===== src/rtl/throw_ctrl.sv =====
`default_nettype none
// ============================================================================
// Module   : throw_ctrl
// Function : Turn and throw sequencer for the cat-and-dog game. Tracks whose
//            turn it is, charges throw power while the local button is held,
//            launches local or remote throws and waits for the end of flight.
// Revision : 1.0 - initial release
// ============================================================================
module throw_ctrl #(
   parameter int POWER_W        = 7,
   parameter int STEP_CYC       = 600000,
   parameter int FLIGHT_TIMEOUT = 180000000
) (
   input  logic               clk60MHz,
   input  logic               rst,
   input  logic               sw_player,
   input  logic               btn_throw,
   input  logic               remote_throw,
   input  logic [POWER_W-1:0] remote_power,
   input  logic               throw_done,
   output logic               current_player,
   output logic               turn,
   output logic               throw_flag,
   output logic               left,
   output logic [POWER_W-1:0] power
);

   localparam int c_step_w = (STEP_CYC > 1) ? $clog2(STEP_CYC) : 1;
   localparam int c_tmo_w  = (FLIGHT_TIMEOUT > 1) ? $clog2(FLIGHT_TIMEOUT) : 1;
   localparam logic [c_step_w-1:0] c_step_last = c_step_w'(STEP_CYC - 1);
   localparam logic [c_tmo_w-1:0]  c_tmo_last  = c_tmo_w'(FLIGHT_TIMEOUT - 1);
   localparam logic [POWER_W-1:0]  c_power_max = '1;

   typedef enum logic [1:0] {
      ST_WAIT   = 2'd0,
      ST_AIM    = 2'd1,
      ST_CHARGE = 2'd2,
      ST_FLIGHT = 2'd3
   } state_t;

   state_t               r_state,  w_state_nxt;
   logic                 r_player, w_player_nxt;
   logic                 r_turn,   w_turn_nxt;
   logic                 r_flag,   w_flag_nxt;
   logic                 r_left,   w_left_nxt;
   logic [POWER_W-1:0]   r_power,  w_power_nxt;
   logic [c_step_w-1:0]  r_step,   w_step_nxt;
   logic [c_tmo_w-1:0]   r_tmo,    w_tmo_nxt;
   logic                 r_btn_q;
   logic                 w_btn_rise;

   // A press only counts when the previous sample was low, so a button
   // already held when AIM is entered must be released first.
   assign w_btn_rise = btn_throw & ~r_btn_q;

   // Next-state and next-output logic; every register holds by default.
   always_comb begin
      w_state_nxt  = r_state;
      w_player_nxt = r_player;
      w_turn_nxt   = r_turn;
      w_flag_nxt   = r_flag;
      w_left_nxt   = r_left;
      w_power_nxt  = r_power;
      w_step_nxt   = r_step;
      w_tmo_nxt    = r_tmo;
      case (r_state)
         ST_WAIT: begin
            w_player_nxt = sw_player;
            if (remote_throw) begin
               w_power_nxt = remote_power;
               w_flag_nxt  = 1'b1;
               w_left_nxt  = r_turn;
               w_state_nxt = ST_FLIGHT;
            end
         end
         ST_AIM: begin
            w_player_nxt = sw_player;
            if (w_btn_rise) begin
               w_power_nxt = '0;
               w_step_nxt  = '0;
               w_state_nxt = ST_CHARGE;
            end
         end
         ST_CHARGE: begin
            if (!btn_throw) begin
               w_flag_nxt  = 1'b1;
               w_left_nxt  = r_turn;
               w_state_nxt = ST_FLIGHT;
            end else if (r_step == c_step_last) begin
               w_step_nxt = '0;
               if (r_power != c_power_max) begin
                  w_power_nxt = r_power + 1'b1;
               end
            end else begin
               w_step_nxt = r_step + 1'b1;
            end
         end
         ST_FLIGHT: begin
            // Done pulse and timeout share one branch, so a coincidence
            // still ends the turn only once.
            if (throw_done || (r_tmo == c_tmo_last)) begin
               w_flag_nxt  = 1'b0;
               w_turn_nxt  = ~r_turn;
               w_tmo_nxt   = '0;
               w_state_nxt = ((~r_turn) == r_player) ? ST_AIM : ST_WAIT;
            end else begin
               w_tmo_nxt = r_tmo + 1'b1;
            end
         end
         default: w_state_nxt = ST_WAIT;
      endcase
   end

   // State and output registers; reset picks the starting state from the switch.
   always_ff @(posedge clk60MHz) begin
      r_btn_q <= btn_throw;
      if (rst) begin
         r_state  <= sw_player ? ST_WAIT : ST_AIM;
         r_player <= sw_player;
         r_turn   <= 1'b0;
         r_flag   <= 1'b0;
         r_left   <= 1'b0;
         r_power  <= '0;
         r_step   <= '0;
         r_tmo    <= '0;
      end else begin
         r_state  <= w_state_nxt;
         r_player <= w_player_nxt;
         r_turn   <= w_turn_nxt;
         r_flag   <= w_flag_nxt;
         r_left   <= w_left_nxt;
         r_power  <= w_power_nxt;
         r_step   <= w_step_nxt;
         r_tmo    <= w_tmo_nxt;
      end
   end

   assign current_player = r_player;
   assign turn           = r_turn;
   assign throw_flag     = r_flag;
   assign left           = r_left;
   assign power          = r_power;

endmodule
`default_nettype wire


===== config.mk =====
export PLATFORM = sky130hd
export DESIGN_NAME = throw_ctrl
export DESIGN_NICKNAME = d
export VERILOG_FILES = /design/src/rtl/throw_ctrl.sv
export SDC_FILE = /design/constraint.sdc
export NUM_CORES = 1
export LEC_CHECK = 0
export ABC_AREA = 1
export BUFFER_PORTS_ARGS = -buffer_cell sky130_fd_sc_hd__buf_2
export CAP_MARGIN = 20
export CORE_MARGIN = 2
export CORE_UTILIZATION = 60
export DETAILED_ROUTE_END_ITERATION = 10
export GPL_TIMING_DRIVEN = 0
export PLACE_DENSITY_LB_ADDON = 0.3
export SLEW_MARGIN = 20
export SYNTH_ARGS = -nofsm -noshare
export SYNTH_HDL_FRONTEND = slang
export SYNTH_SLANG_ARGS = --single-unit

===== constraint.sdc =====
create_clock -name clk60MHz -period 2.65 [get_ports clk60MHz]
set_input_delay 0.3975 -clock clk60MHz [delete_from_list [all_inputs] [get_ports clk60MHz]]
set_output_delay 0.3975 -clock clk60MHz [all_outputs]
set_load 0.05 [all_outputs]

## Word-level counts from Yosys, hierarchy flattened

Cells that the tools add are included.

- $add $sub $neg: 3
- Eq/ne operators: 18
- Multiplexer cells: 28
- Bitwise operators: 3
- Reduce and logical (&&, ||, !) cells: 14

Operator list:

| cell | count |
|---|---|
| 20-bit two-way mux | 3 |
| 20-bit one-hot mux with 2 select lines | 1 |
| 7-bit two-way mux | 5 |
| 28-bit by 1-bit adder with 28-bit output (second input constant) | 1 |
| 28-bit == test (second input constant) | 1 |
| 28-bit two-way mux | 1 |
| 7-bit one-hot mux with 3 select lines | 1 |
| 20-bit by 1-bit adder with 20-bit output (second input constant) | 1 |
| 20-bit == test (second input constant) | 1 |
| 2-bit != test (second input constant) | 7 |
| 3-bit != test (second input constant) | 4 |
| 2-bit two-way mux | 5 |
| 1-bit two-way mux | 9 |
| 2-bit one-hot mux with 4 select lines | 1 |
| 4-bit AND reduction | 2 |
| 7-bit by 1-bit adder with 7-bit output (second input constant) | 1 |
| 7-bit != test (second input constant) | 1 |
| 3-bit AND reduction | 2 |
| 6-bit AND reduction | 1 |
| 2-bit nonzero test | 3 |
| 3-bit nonzero test | 2 |
| 2-bit == test (second input constant) | 2 |
| 1-bit one-hot mux with 3 select lines | 1 |
| 2-bit by 1-bit == test with 1-bit output (second input constant) | 1 |
| other kinds (8) | 9 |

- Register bits after elaboration: 62
- Output and inout port bits: 11
- Word-level logic and storage cells: 75

## Longest topological paths before layout

- Word-level depth: 6
- Depth in mapped cells: 14
- Mapped depth without buffers: 13

## Worst setup path after synthesis

OpenSTA, ideal clock, no wires.

- Path type: register to register
- Start: register r_power[1], in the netlist power[1]
- End: register r_power[1], in the netlist power[1]
- Arrival time: 1.827 ns
- Required time: 2.537 ns
- Setup slack: 0.710 ns
- Cell stages (with the launch flop): 12
- Buffers on the path: 1
- Cells stage by stage: dfxtp_1 -> ha_1 -> nand2_1 -> nor2_1 -> nand4_1 -> nand2_1 -> nand2_1 -> nand3_1 -> buf_2 -> nand2_1 -> nand2_1 -> nor2_1

- Longest elaborated chain between the ends: 5
- Elaborated cells on any way between the ends: 8
- Classes of those cells: add/sub: 1; eq/ne: 2; mux: 4; reduce/logical: 1

Ends and longest elaborated chain:

| element | RTL line | text |
|---|---|---|
| start: declaration | 46 | `logic [POWER_W-1:0] r_power, w_power_nxt;` |
| start signal: assignment | 132 | `r_power <= w_power_nxt;` |
| 7-bit by 1-bit adder with 7-bit output | 92 | `w_power_nxt = r_power + 1'b1;` |
| 7-bit two-way mux | 91 | `if (r_power != c_power_max) begin` |
| 7-bit two-way mux | 89 | `end else if (r_step == c_step_last) begin` |
| 7-bit two-way mux | 85 | `if (!btn_throw) begin` |
| 7-bit one-hot mux with 3 select lines | 66 | `case (r_state)` |

Parallel ways exist; a longest one is shown, timed or not. The select of a mux whose other input is x is not followed.
A chain may end at the register's enable or synchronous reset.

## Final worst setup path

- Start: register r_state[0]
- End: register r_step[12]

- Longest elaborated chain between the ends: 3
- Elaborated cells on any way between the ends: 7
- Classes of those cells: eq/ne: 4; mux: 1; reduce/logical: 2

Ends and longest elaborated chain:

| element | RTL line | text |
|---|---|---|
| start: declaration | 41 | `state_t r_state, w_state_nxt;` |
| start signal: assignment | 118 | `r_state <= sw_player ? ST_WAIT : ST_AIM;` |
| start signal: assignment | 127 | `r_state <= w_state_nxt;` |
| 2-bit by 1-bit == test with 1-bit output / 2-bit == test (equally long branches) | 66 |  |
| 2-bit != test (no line) / 2-bit nonzero test (equally long branches) | - |  |
| 3-bit AND reduction (no line) | - |  |
| end signal: assignment | 133 | `r_step <= w_step_nxt;` |
| end: declaration | 47 | `logic [c_step_w-1:0] r_step, w_step_nxt;` |

Parallel ways exist; a longest one is shown, timed or not.

==> impl_metrics.env <==
export IMPL_post_place_ws_ns=0.681
export IMPL_first_iter_violations=189
export IMPL_htreeDepth=3
export IMPL_hold_path_cell_count=1
export IMPL_synth_largest_type_area_fraction=0.336
export IMPL_fin_nets=574
export IMPL_holdCritPathClass="input pin to flop"
export IMPL_cts_hold_buffers=0
export IMPL_transition_time_at_the_pin_with_the_least_slew_margin_ns=0.431
export IMPL_hpwlAfterDp_mm=5.59
export IMPL_port_buffers=23
export IMPL_syn_instance_count=519
export IMPL_crit_slowest_cell="sky130_fd_sc_hd__edfxtp_1"
export IMPL_antenna_found_initial=0
export IMPL_clock_sink_count=62
export IMPL_chipWidth_um=80.5
export IMPL_clkLatencyLatePin_ns=0.34
export IMPL_r2r_setup_slack_ns=0.66
export IMPL_final_max_slew_viol_count=0
export IMPL_critical_path_top_delay_family="simple AND/OR/NAND/NOR gates"
export IMPL_cts_tree="done"
export IMPL_wire_per_inst_um=12.0
export IMPL_critPathMaxStageDelay_ns=0.44
export IMPL_utilization_after_layout=0.705
export IMPL_gp_congestion=0.919
export IMPL_critical_path_class="flop to flop"
export IMPL_worstPathCellList="inv_1 > ha_1 > inv_1 > nor2_2 > nor2_2 > nand2_4 > inv_4 > nand2_1 > nand2_2 > buf_6 > nor2_1"
export IMPL_initial_utilization=0.630
export IMPL_finalHoldViolations=0
export IMPL_worst_setup_hold_path_clk_slew_ns=0.07
export IMPL_cts_made_buffers=9
export IMPL_post_cts_setup_buffers=0
export IMPL_setup_ws_post_layout_ns=0.662
export IMPL_outcome="finished, final reports clean"
export IMPL_critPathCaptureType="flop"
export IMPL_die_area_um2=6480
export IMPL_area_delta_synth_final_pct=12.0
export IMPL_cp_max_fo=10
export IMPL_grt_total_usage=0.255
export IMPL_netlist_top_cells_area="sky130_fd_sc_hd__dfxtp_1, sky130_fd_sc_hd__nand2_1, sky130_fd_sc_hd__nor2_1"
export IMPL_setup_tns_ns=0
export IMPL_worstRegToRegCells=11
export IMPL_leading_cell_types_in_the_layout_fill_and_taps_excluded="sky130_fd_sc_hd__nand2_1, sky130_fd_sc_hd__nor2_1, sky130_fd_sc_hd__inv_1, sky130_fd_sc_hd__dfxtp_1, sky130_fd_sc_hd__nand3_1"
export IMPL_fp_coreArea_um2=5570
export IMPL_crit_path_start="r_state[0]"
export IMPL_power_static_leakage_uw=0.00155
export IMPL_drt_pass1_iter_count=4
export IMPL_dieHeight_um=80.5
export IMPL_ys_seq_area_frac=0.362
export IMPL_maxSlewHeadroom=0.713
export IMPL_post_route_min_period_ns=1.99
export IMPL_mostFrequentLayoutCell="sky130_fd_sc_hd__nand2_1"
export IMPL_timing_rr_end="r_step[12]"
export IMPL_synth_seq_cells=62
export IMPL_postCtsResizedCells=0
export IMPL_timing_hold_worst_endpoint="r_btn_q"
export IMPL_mappedNetlistNets=540
export IMPL_grt_start_max_net_pins=11
export IMPL_cts_root_buf="sky130_fd_sc_hd__clkbuf_8"
export IMPL_grt_pass1_wl_mm=13.0
export IMPL_ir_drop_mv=0.485
export IMPL_fraction_of_final_layout_cells_with_drive_strength_greater_than_1=0.122
export IMPL_min_delay_start="btn_throw"
export IMPL_worst_ep_required_time_ns=2.93
export IMPL_grt_setup_unrepaired="no"
export IMPL_vias_per_cell=5.14
export IMPL_ys_warnings_count=0
export IMPL_grt_pass1_vias=3011
export IMPL_syn_area_um2=3510
export IMPL_fp_row_count=27
export IMPL_finalClockSkew_ns=0.0133
export IMPL_powerDensity_nw_per_um2=747
export IMPL_fin_total_pwr_uw=2940
export IMPL_wl_mm=7.55
export IMPL_setup_viol_count_final=0
export IMPL_max_cap_violations=0
export IMPL_cts_root_to_sink_buffers=2
export IMPL_pin_count=24
export IMPL_max_clock_freq_ghz=0.503
export IMPL_syn_mean_instance_area_um2=6.76
export IMPL_synth_top_cell_by_area="sky130_fd_sc_hd__dfxtp_1"
export IMPL_synthDistinctLibCells=37
export IMPL_cp_data_arrival_time_ns=2.27
export IMPL_timing_rr_start="r_state[0]"
export IMPL_cp_buf_inv_count=4
export IMPL_worstSetupStartpointType="flop"
export IMPL_period_share=0.750
export IMPL_n_antenna_cell=0
export IMPL_overall_overflow_remaining_after_global_route=0
export IMPL_hold_slack_final_ns=0.224
export IMPL_route_detailed_drc=0
export IMPL_drt_antenna_violating_nets=0
export IMPL_vias=3240
-- Yosys cell counts --
master                     instances
sky130_fd_sc_hd__nor2_2            8
sky130_fd_sc_hd__nor3_1           15
sky130_fd_sc_hd__o21ai_4           1
sky130_fd_sc_hd__nor2_1          110
sky130_fd_sc_hd__o22ai_1           1
sky130_fd_sc_hd__nand4_1          16
sky130_fd_sc_hd__inv_4             1
sky130_fd_sc_hd__edfxtp_1          3
sky130_fd_sc_hd__ha_1              8
sky130_fd_sc_hd__nand3b_1          4
sky130_fd_sc_hd__nor3_2            2
sky130_fd_sc_hd__dfxtp_1          59
sky130_fd_sc_hd__nand3_1          29
sky130_fd_sc_hd__inv_1            66
sky130_fd_sc_hd__a21oi_1          10
sky130_fd_sc_hd__o32ai_1           1
sky130_fd_sc_hd__nand2_4           3
sky130_fd_sc_hd__buf_2             1
sky130_fd_sc_hd__inv_2             2
sky130_fd_sc_hd__nor2_4            2
sky130_fd_sc_hd__xnor2_1           4
sky130_fd_sc_hd__o21ai_1           1
sky130_fd_sc_hd__buf_4             1
sky130_fd_sc_hd__clkbuf_1          1
sky130_fd_sc_hd__nor4_1            1
sky130_fd_sc_hd__o21ai_0          11
sky130_fd_sc_hd__o21bai_1          1
sky130_fd_sc_hd__xor2_1           21
sky130_fd_sc_hd__a22o_1            1
sky130_fd_sc_hd__nor3b_2           1
sky130_fd_sc_hd__a22oi_1           3
sky130_fd_sc_hd__nand3_2           2
sky130_fd_sc_hd__nand2_2           3
sky130_fd_sc_hd__o31ai_1           1
sky130_fd_sc_hd__buf_12            1
sky130_fd_sc_hd__nand2_1         121
sky130_fd_sc_hd__buf_6             3
-- final cells by class --
cell class              instances  area [um2]
flip-flops and latches         62        1270
clock buffers                  12         145
well taps                      72        90.1
fillers                       453        1640
clock inverters                 4        70.1
plain buffers                   7        70.1
repair buffers                 23         115
multi-input cells             381        1910
inverters                      69         262
-- flip-flops by register name, summed over array words and instances (netlist names) --
signal,flops
throw_flag,1
left,1
r_tmo,28
r_state,2
current_player,1
power,7
r_btn_q,1
turn,1
r_step,20
-- stage by stage --
step,std cells,cell area [um2]
6_report,630,3930
3_3_place_gp,614,3720
3_5_place_dp,614,3720
5_1_grt,630,3930
2_1_floorplan,519,3510
4_1_cts,630,3930
-- worst max-delay path by stage --
stage                     slack (ns)          to  depth (start not counted)
final                           0.66  r_step[12]                         11
after global routing            0.50  r_step[12]                         11
after CTS                       0.67  r_step[17]                         11
after detailed placement        0.68  r_step[12]                         11
after global placement          0.71  r_step[19]                         11
after floorplan                 0.71    power[1]                         11
-- logic make-up (layout without fill, tap and decap cells) --
group	count (synthesis)	count (layout)	share of synthesized area
AND/OR/NAND/NOR	317	317	0.399
flip-flops	62	62	0.362
AO/OA/AOI/OAI	31	31	0.0535
adder cells (fa/ha/maj)	8	8	0.0285
buffers and inverters	76	115	0.0944
XOR/XNOR	25	25	0.0624
-- layer usage --
| layer | routed length [um] | vias up | GRT usage |
|---|---|---|---|
| met2 | 3480 | 76 | 0.423 |
| met1 | 3560 | 1444 | 0.319 |
| met3 | 356 | 14 | 0.0506 |
| met4 | 146 | 0 | 0.115 |
| met5 | 0 | - | 0 |
| li1 | - | 1706 | - |
-- where the power goes --
part / switching (uW) / total (uW) / internal [uW]
clock network: 366 / 920 / 553
registers: 73.0 / 1100 / 1030
logic: 646 / 917 / 271
total: 1080 / 2940 / 1850
No activity file was read; power rests on OpenSTA's default activity.
